===== src/rtl/muldiv_pkg.sv =====
// Shared definitions for the HI/LO multiply/divide unit.
// The optional single-cycle multiplier is selected with MULDIV_FAST_MUL_EN.
package muldiv_pkg;

  localparam int unsigned XLEN  = 32;
  localparam int unsigned CNT_W = 5;

  typedef enum logic [1:0] {
    MD_MULT  = 2'b00,
    MD_MULTU = 2'b01,
    MD_DIV   = 2'b10,
    MD_DIVU  = 2'b11
  } md_op_e;

  typedef enum logic [1:0] {
    S_IDLE = 2'b00,
    S_RUN  = 2'b01,
    S_FIX  = 2'b10
  } md_state_e;

endpackage


===== src/rtl/muldiv_core.sv =====
// Iterative datapath: magnitude accumulators, shift-add / restoring divide step
// and the final sign correction. With MULDIV_FAST_MUL_EN the multiply product
// is formed at load time instead of by iteration.
module muldiv_core
  import muldiv_pkg::*;
#(
  parameter int unsigned XLEN = muldiv_pkg::XLEN
) (
  input  logic            clk,
  input  logic            rst_n,
  input  logic            load_i,
  input  logic            step_i,
  input  logic [1:0]      op_i,
  input  logic [XLEN-1:0] a_i,
  input  logic [XLEN-1:0] b_i,
  output logic [XLEN-1:0] hi_o,
  output logic [XLEN-1:0] lo_o
);

  // acc holds {partial product} for MUL and {remainder, quotient} for DIV
  logic [2*XLEN-1:0] acc_q, acc_d;
  logic [XLEN-1:0]   opnd_q, opnd_d;
  logic              is_div_q, is_div_d;
  logic              neg_lo_q, neg_lo_d;
  logic              neg_hi_q, neg_hi_d;

  md_op_e            op;
  logic              sgn, a_neg, b_neg;
  logic [XLEN-1:0]   a_abs, b_abs;
  logic [XLEN:0]     trial, diff, sum;
  logic              ge;
  logic [2*XLEN-1:0] prod;

  assign op = md_op_e'(op_i);

  // Load operands as magnitudes, then one MUL or DIV step per step_i
  always_comb begin
    acc_d    = acc_q;
    opnd_d   = opnd_q;
    is_div_d = is_div_q;
    neg_lo_d = neg_lo_q;
    neg_hi_d = neg_hi_q;
    sgn      = (op == MD_MULT) || (op == MD_DIV);
    a_neg    = sgn & a_i[XLEN-1];
    b_neg    = sgn & b_i[XLEN-1];
    a_abs    = a_neg ? -a_i : a_i;
    b_abs    = b_neg ? -b_i : b_i;
    trial    = {acc_q[2*XLEN-1:XLEN], acc_q[XLEN-1]};
    diff     = trial - {1'b0, opnd_q};
    ge       = (trial >= {1'b0, opnd_q});
    sum      = {1'b0, acc_q[2*XLEN-1:XLEN]} + (acc_q[0] ? {1'b0, opnd_q} : '0);
    if (load_i) begin
      is_div_d = (op == MD_DIV) || (op == MD_DIVU);
      if (is_div_d) begin
        acc_d    = {{XLEN{1'b0}}, a_abs};
        opnd_d   = b_abs;
        // divide by zero keeps the raw all-ones quotient
        neg_lo_d = (a_neg ^ b_neg) & (b_i != '0);
        neg_hi_d = a_neg;
      end else begin
`ifdef MULDIV_FAST_MUL_EN
        acc_d    = {{XLEN{1'b0}}, a_abs} * {{XLEN{1'b0}}, b_abs};
`else
        acc_d    = {{XLEN{1'b0}}, b_abs};
`endif
        opnd_d   = a_abs;
        neg_lo_d = a_neg ^ b_neg;
        neg_hi_d = 1'b0;
      end
    end else if (step_i) begin
      if (is_div_q) begin
        acc_d = {(ge ? diff[XLEN-1:0] : trial[XLEN-1:0]), acc_q[XLEN-2:0], ge};
      end else begin
        acc_d = {sum, acc_q[XLEN-1:1]};
      end
    end
  end

  // Datapath registers
  always_ff @(posedge clk or negedge rst_n) begin
    if (!rst_n) begin
      acc_q    <= '0;
      opnd_q   <= '0;
      is_div_q <= 1'b0;
      neg_lo_q <= 1'b0;
      neg_hi_q <= 1'b0;
    end else begin
      acc_q    <= acc_d;
      opnd_q   <= opnd_d;
      is_div_q <= is_div_d;
      neg_lo_q <= neg_lo_d;
      neg_hi_q <= neg_hi_d;
    end
  end

  // Sign correction of the magnitude result
  always_comb begin
    prod = neg_lo_q ? -acc_q : acc_q;
    if (is_div_q) begin
      lo_o = neg_lo_q ? -acc_q[XLEN-1:0] : acc_q[XLEN-1:0];
      hi_o = neg_hi_q ? -acc_q[2*XLEN-1:XLEN] : acc_q[2*XLEN-1:XLEN];
    end else begin
      lo_o = prod[XLEN-1:0];
      hi_o = prod[2*XLEN-1:XLEN];
    end
  end

endmodule


===== src/rtl/muldiv_unit.sv =====
// HI/LO multiply/divide unit for the EX stage: sequencing FSM, HI/LO registers
// and the stall request to the hazard logic. MULDIV_FAST_MUL_EN makes
// MULT/MULTU complete in one cycle.
module muldiv_unit
  import muldiv_pkg::*;
#(
  parameter int unsigned XLEN  = muldiv_pkg::XLEN,
  parameter int unsigned CNT_W = muldiv_pkg::CNT_W
) (
  input  logic            clk,
  input  logic            rst_n,
  input  logic            Start_EX,
  input  logic [1:0]      Op_EX,
  input  logic [XLEN-1:0] SrcA_EX,
  input  logic [XLEN-1:0] SrcB_EX,
  input  logic            HiWe_EX,
  input  logic            LoWe_EX,
  input  logic            Mf_ID,
  input  logic            Cancel,
  output logic            Busy,
  output logic            Stall_Req,
  output logic            Done,
  output logic [XLEN-1:0] HI,
  output logic [XLEN-1:0] LO
);

  md_state_e        state_q, state_d;
  logic [CNT_W-1:0] cnt_q, cnt_d;
  logic [XLEN-1:0]  hi_q, hi_d, lo_q, lo_d;
  logic             done_q, done_d;
  logic             core_load, core_step;
  logic [XLEN-1:0]  core_hi, core_lo;

  assign core_load = (state_q == S_IDLE) & Start_EX;
  assign core_step = (state_q == S_RUN) & ~Cancel;

  muldiv_core #(.XLEN(XLEN)) u_core (
    .clk    (clk),
    .rst_n  (rst_n),
    .load_i (core_load),
    .step_i (core_step),
    .op_i   (Op_EX),
    .a_i    (SrcA_EX),
    .b_i    (SrcB_EX),
    .hi_o   (core_hi),
    .lo_o   (core_lo)
  );

  // Next-state, iteration count, HI/LO write selection and Done
  always_comb begin
    state_d = state_q;
    cnt_d   = cnt_q;
    hi_d    = hi_q;
    lo_d    = lo_q;
    done_d  = 1'b0;
    case (state_q)
      S_IDLE: begin
        if (Start_EX) begin
          cnt_d   = '0;
          state_d = S_RUN;
`ifdef MULDIV_FAST_MUL_EN
          if (!Op_EX[1]) state_d = S_FIX;
`endif
        end else begin
          if (HiWe_EX) hi_d = SrcA_EX;
          if (LoWe_EX) lo_d = SrcA_EX;
        end
      end
      S_RUN: begin
        if (Cancel) begin
          state_d = S_IDLE;
        end else begin
          cnt_d = cnt_q + 1'b1;
          if (cnt_q == '1) state_d = S_FIX;
        end
      end
      S_FIX: begin
        state_d = S_IDLE;
        if (!Cancel) begin
          hi_d   = core_hi;
          lo_d   = core_lo;
          done_d = 1'b1;
        end
      end
      default: state_d = S_IDLE;
    endcase
  end

  // Control and architectural registers
  always_ff @(posedge clk or negedge rst_n) begin
    if (!rst_n) begin
      state_q <= S_IDLE;
      cnt_q   <= '0;
      hi_q    <= '0;
      lo_q    <= '0;
      done_q  <= 1'b0;
    end else begin
      state_q <= state_d;
      cnt_q   <= cnt_d;
      hi_q    <= hi_d;
      lo_q    <= lo_d;
      done_q  <= done_d;
    end
  end

  assign Busy      = (state_q != S_IDLE);
  assign Stall_Req = Busy & Mf_ID;
  assign Done      = done_q;
  assign HI        = hi_q;
  assign LO        = lo_q;

endmodule

===== config.mk =====
export PLATFORM = sky130hd
export DESIGN_NAME = muldiv_unit
export DESIGN_NICKNAME = d
export VERILOG_FILES = /design/src/rtl/muldiv_pkg.sv /design/src/rtl/muldiv_core.sv /design/src/rtl/muldiv_unit.sv
export SDC_FILE = /design/constraint.sdc
export NUM_CORES = 1
export LEC_CHECK = 0
export CORE_ASPECT_RATIO = 0.9
export CORE_MARGIN = 10
export CORE_UTILIZATION = 34
export CTS_CLUSTER_SIZE = 16
export DETAILED_ROUTE_END_ITERATION = 8
export PLACE_DENSITY_LB_ADDON = 0.3
export SYNTH_ARGS = -nofsm -noshare
export SYNTH_HDL_FRONTEND = slang
export SYNTH_SLANG_ARGS = --single-unit

===== constraint.sdc =====
create_clock -name clk -period 2.7 [get_ports clk]
set_input_delay 0.405 -clock clk [delete_from_list [all_inputs] [get_ports clk]]
set_output_delay 0.405 -clock clk [all_outputs]
set_load 0.005 [all_outputs]

# --- Word-level counts from Yosys, hierarchy flattened ---
# Index checks and enable logic that the tools add are counted.
totals:
  wordCells: 85
  ff_bits: 171
  inputBits: 73
classes:
  n_mux: 33
  order_cmp: 1
  n_reduce_logical: 13
  eq_ne: 12
  n_bitwise: 8
  addsub: 8
op_table:
  columns: ["op", "count"]
  rows:
  - ["32-bit two-way mux", 16]
  - ["64-bit two-way mux", 4]
  - ["32-bit negation", 4]
  - ["32-bit case mux with 2 select lines", 2]
  - ["64-bit negation", 1]
  - ["32-bit by 32-bit adder with 33-bit output", 1]
  - ["33-bit by 32-bit greater-or-equal comparator with 1-bit output", 1]
  - ["32-bit nonzero test", 1]
  - ["32-bit subtractor", 1]
  - ["2-bit inequality test, second input constant", 6]
  - ["5-bit two-way mux", 2]
  - ["5-bit case mux with 2 select lines", 1]
  - ["4-bit AND reduction", 2]
  - ["2-bit nonzero test", 4]
  - ["1-bit AND", 6]
  - ["2-bit equality test, second input constant", 3]
  - ["2-bit two-way mux", 3]
  - ["5-bit by 1-bit adder with 5-bit output, second input constant", 1]
  - ["5-bit equality test, second input constant", 1]
  - ["2-bit zero test", 2]
  - ["1-bit two-way mux", 4]
  - ["2-bit case mux with 2 select lines", 1]
  - ["3-bit by 2-bit inequality test with 1-bit output, second input constant", 1]
  - ["3-bit AND reduction", 1]
  - ["5 further kinds", 6]

# --- Depth between registers and ports, before layout ---
# Gate-level depths: netlist of the first run.
depth:
  word_depth: 6
  mapped_depth: 14
  mapped_depth_nobuf: 12

# --- Hierarchy ---
# A second synthesis of the first run with hierarchy kept.
hier_totals:
  hier_cells: 1849
  hier_area_um2: 15960.3
by_module_without_submodules:
  columns: ["mod", "seq_area_each_um2", "n_inst", "cells_each", "area_per_inst_um2"]
  rows:
  - ["muldiv_core", 2477.4, 1, 1604, 11835.1]
  - ["muldiv_unit", 1801.7, 1, 245, 4125.2]

# --- Least setup slack after synthesis of the first run ---
# Ideal clock, no wire load.
synth_path:
  kind: "reg2reg"
  start: "register u_core.acc_q[0]"
  end: "register u_core.acc_q[62]"
  stages_incl_launch_ff: 13
  setup_time_ns: 0.122
  slack_ns: -0.291
  t_required_ns: 2.578
  path_buffers: 1
  arrival_time_ns: 2.870
  synth_period_minus_slack_ns: 2.991
  cell_sequence: "dfrtp_1 > inv_1 > clkbuf_1 > nor2_1 > ha_1 > o211ai_1 > o21ai_0 > o31ai_1 > o311ai_0 > nand4_1 > a21oi_1 > a31oi_1 > a32o_1"
synth_between:
  elab_chain_cells: 5
synth_lines:
  columns: ["item", "line_no", "source"]
  rows:
  - ["start: declaration", "muldiv_core.sv:21", "logic [2*XLEN-1:0] acc_q, acc_d;"]
  - ["start signal: assignment", "muldiv_core.sv:82", "acc_q <= '0;"]
  - ["start signal: assignment", "muldiv_core.sv:88", "acc_q <= acc_d;"]
  - ["32-bit two-way mux", "muldiv_core.sv:51", "sum = {1'b0, acc_q[2*XLEN-1:XLEN]} + (acc_q[0] ? {1'b0, opnd_q} : '0);"]
  - ["32-bit by 32-bit adder with 33-bit output", "muldiv_core.sv:51", null]
  - ["64-bit two-way mux", "muldiv_core.sv:71", "if (is_div_q) begin"]
  - ["64-bit two-way mux", "muldiv_core.sv:70", "end else if (step_i) begin"]
  - ["64-bit two-way mux", "muldiv_core.sv:52", "if (load_i) begin"]
# No other way between the ends. The select of a mux whose other input is x is not followed.
# A chain may end at the register's enable or synchronous reset.

# --- Worst setup path after layout of the first run ---
layout_path:
  start: "register u_core.acc_q[0]"
  end: "register u_core.acc_q[59]"
# The elaborated chain is that of the path after synthesis.

==> out/qor.csv, run 1 <==
stage,metric,value,unit
pwr,Lkg Pwr,10.3,nW
clock_network,total CTS buffers,17,
clock_network,Clock Sinks,171,
placement,post-DP HPWL,56200,um
worst_setup_path,Worst Setup EP,u_core.acc_q[59],
clock_network,clk_lat worst skew,0.48,ns
placement,post-place setup slack,-0.646,ns
timing,final hold vios,0,
worst_setup_path,reg-to-reg startpoint,u_core.acc_q[0],
global_route,largest net degree at the start of global routing,63,
timing,final worst path period share,111,%
worst_setup_path,"slowest stage delay, CP",0.41,ns
clock_network,TritonCTS clock tree,yes,
synthesis,synth top area cells,"dfrtp_1, nand2_1, ha_1",
status,status,"finished, violations left",
worst_setup_path,Worst R2R End,u_core.acc_q[59],
global_route,GRT overflow,0,
synthesis,"Top FF cell, synth",dfrtp_1,
status,failing checks,setup timing,
placement,gp weighted congestion,0.997,
finish,P&R area growth vs syn,55.4,%
synthesis,synth unique cells,78,
timing,minimum clock period,3.00,ns
floorplanning,chip height,220,um
global_route,GRT Total Usage,26.2,%
synthesis,share of the synthesized area in the top cell type,28.3,%
hold_path,Hold WC Path Type,in -> reg,
pwr,Pwr Density,1050,nW/um^2
clock_network,Clock Path Buffers,2,
clock_network,clk slew on worst S/H paths,0.08,ns
synthesis,Synth Net Count,2089,
timing,max_slew headroom,57.1,%
routing,DRC marker count from the first detailed-route iteration,1894,
finish,Final #Nets,2682,
floorplanning,die width,242,um
worst_setup_path,cell chain of the critical path,inv_4 > buf_12 > buf_6 > nor2_4 > ha_4 > buf_6 > buf_4 > a31oi_4 > o21bai_2 > o21ai_4 > nand2_2 > o221ai_1 > mux2_2 > o31ai_2,
worst_setup_path,flop-to-flop setup slack,-0.30,ns
routing,via count,18000,
routing,First-pass DRT Iterations,5,
finish,Fillers,4110,
floorplanning,Die Footprint,53300,sq um
routing,drt wl/cell,23.0,um
worst_setup_path,Slowest cell on crit path,dfrtp_1,
synthesis,mapped cell area,15100,sq um
worst_setup_path,crit path capture type,flip-flop,
synthesis,sequential share of the synthesized area,28.3,%
global_route,initial antenna violation count,1,
pwr,total power,24.7,mW
timing,Final TNS setup,-6.00,ns
worst_setup_path,Crit Path Category,reg -> reg,
clock_network,H-tree depth,4,
finish,Layout Utilization,53.3,%
worst_setup_path,Top delay family on crit path,compound AO/OA/AOI/OAI gates,
synthesis,Synth warnings,0,
synthesis,Post-Syn Instances,1944,
floorplanning,I/O pins,140,
routing,DRC Markers,0,
timing,fin. max-slew vios,0,
synthesis,asr flop ratio synth,100,%
timing,Max Freq,0.333,GHz
worst_setup_path,CP required,3.07,ns
timing,RSZ-0062 raised after global routing,yes,
worst_setup_path,CP dominant cell by count,buf_6,
global_route,first-pass GRT wire length,107000,um
global_route,vias in the first global route,17500,
worst_setup_path,Worst path depth,14,
timing,Final Skew,0.0171,ns
synthesis,register bit total from synthesis,171,
clock_network,Root Driver,clkbuf_16,
routing,ANT nets after route,0,
run,number of max-cap violations,0,
floorplanning,initial core utilization,34.3,%
worst_setup_path,startpoint class of the critical path,flip-flop,
floorplanning,core footprint,44000,sq um
finish,ant diodes,0,
pwr,"IR drop worst, VDD",0.568,mV
placement,number of port buffers,139,
synthesis,cell taking the most area after synthesis,dfrtp_1,
worst_setup_path,Crit. Startpoint,u_core.acc_q[0],
worst_setup_path,depth of the worst register-to-register path,14,
timing,Least-Margin Pin Slew,0.644,ns
finish,layout cells sized above 1,34.1,%
routing,drt via density,5.70,
timing,setup ws final,-0.300,ns
synthesis,Mapped Avg Cell Area,7.77,sq um
worst_setup_path,Worst EP arrival,3.37,ns
timing,endpoints failing setup,52,
floorplanning,FP Rows,73,
worst_setup_path,WP buf/inv,5,
worst_setup_path,CP max FO,8,
routing,Post-Route WL,72600,um
synthesis,Post-synth EDFFs,0,
power by group:
group          leakage [nW]  internal [mW]  switching, mW
registers              2.13           3.31          0.661
clock network         0.289           1.35           1.26
logic                  7.87           8.72           9.46
cell type report:
| cell class | count | area [sq um] | share of cell area [%] |
|---|---|---|---|
| Tap cell | 600 | 751 | 3.20 |
| Multi-Input combinational cell | 1583 | 11700 | 49.9 |
| Sequential cell | 171 | 4290 | 18.3 |
| Inverter | 69 | 272 | 1.16 |
| Clock buffer | 19 | 453 | 1.93 |
| Timing Repair Buffer | 695 | 5870 | 25.0 |
| Clock inverter | 13 | 131 | 0.560 |
synth_stat cells (6+ instances only):
cell / count
nand2_1: 269
dfrtp_1: 171
nor2_1: 161
o21ai_0: 137
a21oi_1: 134
clkbuf_1: 105
xnor2_1: 90
ha_1: 70
xor2_1: 69
inv_1: 68
o221ai_1: 47
mux2i_1: 46
o211ai_1: 45
nor3_1: 38
o21ai_1: 36
a31oi_1: 33
a21o_1: 32
o31ai_1: 32
or3_1: 28
nand3_1: 25
and3_1: 20
nor4_1: 19
nand4_1: 18
a21boi_0: 17
and2_1: 16
a211oi_1: 15
or4_1: 14
buf_1: 12
nor2b_1: 12
a22o_1: 11
nand2b_1: 11
o21a_1: 10
o41ai_1: 9
or2_2: 9
mux2_2: 8
nor3b_1: 8
a32o_1: 7
o21bai_1: 6
per-layer routing:
| layer | up-vias | global-route usage (%) | part of all wire [%] |
|---|---|---|---|
| li1 | 8275 | - | - |
| met1 | 8710 | 35.7 | 44 |
| met2 | 854 | 41.1 | 44 |
| met3 | 111 | 4.54 | 8.0 |
| met4 | 0 | 9.13 | 3.1 |
| met5 | - | 0 | 0 |
layout by cell type (no fill, tap or decap), types with 34 or more instances in the layout:
cell,count
buf_4,505
xor2_1,68
nand2_1,257
ha_1,37
dfrtp_1,165
o21ai_0,108
inv_1,48
buf_6,37
o211ai_1,45
mux2i_1,45
a21oi_2,34
a21oi_1,90
nor2_1,147
o221ai_1,46
xnor2_1,81
o21ai_1,38
clkdlybuf4s50_1,134
per-stage QoR:
step	hold slack [ns]	area (sq um)	cells
final	0.398	23500	3150
after global routing	0.437	23500	3150
after CTS	0.392	22700	3135
after detailed placement	0.374	20800	3063
after global placement	0.367	20800	3063
after floorplan	0.109	15200	1944
how the worst min path moves through the flow:
stage	start	endpoint	slack [ns]	depth (start not counted)
after global routing	Op_EX[1]	u_core.acc_q[30]	0.44	3
after floorplan	rst_n	Done	0.11	0
after detailed placement	rst_n	HI[6]	0.37	1
after CTS	Op_EX[1]	u_core.acc_q[30]	0.39	3
after global placement	rst_n	HI[18]	0.37	1
final	Op_EX[1]	u_core.acc_q[30]	0.40	3
registers in the layout, summed over array words and instances (netlist names):
register / count
u_core.acc_q: 64
HI: 32
LO: 32
u_core.opnd_q: 32
cnt_q: 5
state_q: 2
Done: 1
u_core.is_div_q: 1
u_core.neg_hi_q: 1
u_core.neg_lo_q: 1
cell families after synthesis:
family	after synthesis	synth area share, %
flops	171	28.3
buf+inv	191	4.79
fa+ha+maj	72	6.06
simple gates	671	20.8
compound gates	626	27.1
mux	54	3.65
xor+xnor	159	9.22
worst reg2reg max path: cells and delay by family, from the launching register on:
| family | cells | cell delay [ns] |
|---|---|---|
| simple gates | 2 | 0.19 |
| fa+ha+maj | 1 | 0.23 |
| flops | 1 | 0.41 |
| mux | 1 | 0.38 |
| buf+inv | 5 | 0.61 |
| compound gates | 5 | 1.10 |
timing repair:
| item | CTS | global route |
|---|---|---|
| gates resized for setup | 241 | 135 |
| pin swaps | 110 | 98 |
| cloned | 2 | 0 |
| setup buffers | 41 | 18 |
| endpoints found under the setup margin | 75 | 94 |
| hold buffers | 1 | 0 |
| hold endpoints to repair | 35 | 0 |
Power figures use the tool's default switching activity.
==> run 2, diff against run 1 <==
ABC_AREA = 1   (was unset)
CORE_UTILIZATION = 55   (was 34)
==> run 2 against run 1 <==
The flow finishes with violations (DRC, setup timing). Clock-buffer cell count stayed put. Core utilization is 14 points higher. Sequential share of layout area is 1.6 points higher. Total power is 9.0% lower. Critical path type unchanged. Maximum frequency is 9.4% higher.
==> out/qor.csv, run 2 <==
stage,metric,value,unit
status,status,"finished, violations left",
status,failing checks,"DRC, setup timing",
clock_network,H-tree depth,4,
timing,final hold vios,0,
pwr,Pwr Density,1040,nW/um^2
global_route,initial antenna violation count,4,
clock_network,Root Driver,clkbuf_16,
worst_setup_path,CP max FO,9,
routing,ANT nets after route,0,
routing,Post-Route WL,86300,um
worst_setup_path,crit path capture type,flip-flop,
pwr,Lkg Pwr,10.9,nW
worst_setup_path,Worst path depth,14,
floorplanning,chip height,191,um
worst_setup_path,depth of the worst register-to-register path,14,
global_route,first-pass GRT wire length,127000,um
floorplanning,die width,210,um
synthesis,"Top FF cell, synth",dfrtp_1,
synthesis,synth unique cells,53,
routing,wire length on met3,15800,um
clock_network,Post-CTS Setup Inserts,0,
finish,"most common cell after layout, fill and taps aside",nand2_1,
synthesis,asr flop ratio synth,100,%
global_route,largest net degree at the start of global routing,88,
clock_network,Clock Path Buffers,2,
finish,max reg flops,64,
routing,First-pass DRT Iterations,9,
floorplanning,I/O pins,140,
pwr,Power Internal,10.1,mW
run,number of max-cap violations,0,
synthesis,sequential share of the synthesized area,24.0,%
synthesis,Synth warnings,0,
worst_setup_path,CP required,3.09,ns
finish,final cell count without fillers,3762,
synthesis,Synth Net Count,3215,
pwr,switching portion of total power,54.9,%
worst_setup_path,Crit Path Category,reg -> reg,
floorplanning,Die Footprint,40000,sq um
finish,most frequent cells in the layout,"nand2_1, nor2_1, inv_1, nand3_1, buf_4",
global_route,GRT Total Usage,41.3,%
worst_setup_path,Slowest cell on crit path,o21ai_0,
timing,fin. max-slew vios,0,
placement,gp weighted congestion,1.17,
placement,number of port buffers,139,
synthesis,register bit total from synthesis,171,
timing,minimum clock period,2.74,ns
finish,layout cells sized above 1,9.90,%
worst_setup_path,WP buf/inv,3,
finish,Reg with most FFs,u_core.acc_q,
worst_setup_path,Worst EP arrival,3.13,ns
floorplanning,FP Rows,62,
worst_setup_path,Top delay family on crit path,simple AND/OR/NAND/NOR gates,
synthesis,synth top area cells,"dfrtp_1, nand2_1, nor2_1",
pwr,Combinational Power Share,69.1,%
timing,setup ws final,-0.0416,ns
synthesis,synth cell count leaders,"nand2_1, nor2_1, inv_1",
finish,Layout Utilization,67.6,%
synthesis,mapped cell area,17800,sq um
routing,met1 WL,32100,um
pwr,register share of total power,19.4,%
timing,Final TNS setup,-0.0416,ns
timing,max_slew headroom,45.1,%
clock_network,clk slew on worst S/H paths,0.08,ns
global_route,GRT overflow,0,
hold_path,Hold WC Path Type,in -> async,
timing,Final Skew,0.0107,ns
synthesis,share of the synthesized area in the top cell type,24.0,%
routing,drt wl/cell,22.9,um
clock_network,total CTS buffers,17,
synthesis,Post-Syn Instances,3070,
routing,drt via density,6.18,
routing,wire length on met2,33500,um
routing,DRC Markers,15,
clock_network,Clock Sinks,171,
placement,placed cells,3727,
synthesis,cell taking the most area after synthesis,dfrtp_1,
routing,max layer used,met5,
pwr,sw power,12.4,mW
finish,Final #Nets,3476,
timing,RSZ-0062 raised after global routing,yes,
timing,endpoints failing setup,1,
synthesis,most common cell in the netlist,nand2_1,
floorplanning,initial core utilization,55.7,%
pwr,"IR drop worst, VDD",0.690,mV
timing,Fin Hold WS,0.401,ns
synthesis,Mapped Avg Cell Area,5.80,sq um
synthesis,Post-synth EDFFs,0,
pwr,clock network power share,11.5,%
timing,Least-Margin Pin Slew,0.822,ns
placement,post-DP HPWL,70100,um
timing,final worst path period share,102,%
pwr,total power,22.5,mW
floorplanning,core footprint,32000,sq um
timing,Max Freq,0.365,GHz
routing,DRC marker count from the first detailed-route iteration,3756,
global_route,vias in the first global route,21300,
routing,via count,23200,
clock_network,TritonCTS clock tree,yes,
worst_setup_path,"slowest stage delay, CP",0.52,ns
worst_setup_path,cell chain of the critical path,buf_4 > nand2_1 > inv_1 > ha_1 > nand2_1 > nand3_1 > inv_1 > o21ai_0 > nand3_1 > nand3_1 > nand2_1 > nand3_1 > nand2_1 > o21ai_1,
finish,P&R area growth vs syn,21.3,%
clock_network,clk_lat worst skew,0.46,ns
worst_setup_path,startpoint class of the critical path,flip-flop,
## run 2: changes by cell type in the layout (fill, tap and decap cells not counted), moves of 32 or more
cell,previous run,this run
xnor2_1,81,11
a21oi_1,90,129
buf_6,37,2
o221ai_1,46,7
mux2i_1,45,0
buf_4,505,188
nand3_1,21,257
nand2_1,257,973
nand4_1,18,50
inv_1,48,390
o21ai_0,108,175
nor2_1,147,410
## run 2: metrics by stage
step           worst slack, ns  instance area [sq um]
6_report               -0.0416                  21600
4_1_cts                 0.0359                  21500
3_3_place_gp            0.0549                  20900
2_1_floorplan            0.157                  17800
3_5_place_dp            0.0287                  20900
5_1_grt                -0.0609                  21600
## run 2: worst register-to-register path, stage by stage (launching register included)
cell     delay (ns)
dfrtp_2        0.45
buf_4          0.19
nand2_1        0.08
inv_1          0.07
ha_1           0.37
nand2_1        0.11
nand3_1        0.13
inv_1          0.06
o21ai_0        0.52
nand3_1        0.24
nand3_1        0.12
nand2_1        0.05
nand3_1        0.09
nand2_1        0.07
o21ai_1        0.12
## run 2: layout make-up
type | instances | area (sq um)
Clock buffer | 19 | 443
Multi-Input combinational cell | 2394 | 11700
Inverter | 409 | 1540
Fill cell | 3030 | 10400
Clock inverter | 13 | 153
Antenna cell | 2 | 5.00
Timing Repair Buffer | 338 | 3010
Tap cell | 416 | 520
Sequential cell | 171 | 4290
## run 2: power by group through the flow
| stage | clock network [mW] | registers [mW] | logic, mW |
|---|---|---|---|
| after floorplan | 0 | 3.98 | 8.29 |
| final | 2.59 | 4.36 | 15.6 |
| after CTS | 2.55 | 4.20 | 14.7 |
| after global routing | 2.65 | 4.33 | 16.6 |
| after global placement | 0 | 4.22 | 14.4 |
| after detailed placement | 0 | 4.23 | 14.6 |
## run 2: layer usage
metal | vias up | track usage (%)
met5 | - | 0
met4 | 4 | 19.0
met3 | 350 | 18.9
met2 | 1918 | 56.8
met1 | 10600 | 53.9
li1 | 10400 | -
## run 2: path summary, 6_finish.rpt
check                                start                to  slack [ns]
setup / recovery           u_core.acc_q[0]  u_core.acc_q[52]       -0.04
hold reg to reg                      LO[1]             LO[1]        0.49
min in group clk                     LO[1]             LO[1]        0.49
setup reg to reg           u_core.acc_q[0]  u_core.acc_q[52]       -0.04
hold / removal                       rst_n  u_core.acc_q[42]        0.40
max in group asynchronous            rst_n  u_core.opnd_q[7]        1.47
## run 2: cell families after synthesis
kind of cell / synth area share [%]
adder cells (fa/ha/maj): 5.14
AND/OR/NAND/NOR: 42.3
XOR/XNOR: 3.20
buffers and inverters: 11.1
flip-flops: 24.0
AO/OA/AOI/OAI: 14.2
## run 2: what timing repair did
action / CTS / global route
hold buffers: 1 / 0
setup endpoints to repair: 0 / 27
gates resized for setup: 0 / 36
hold endpoints to repair: 27 / 0
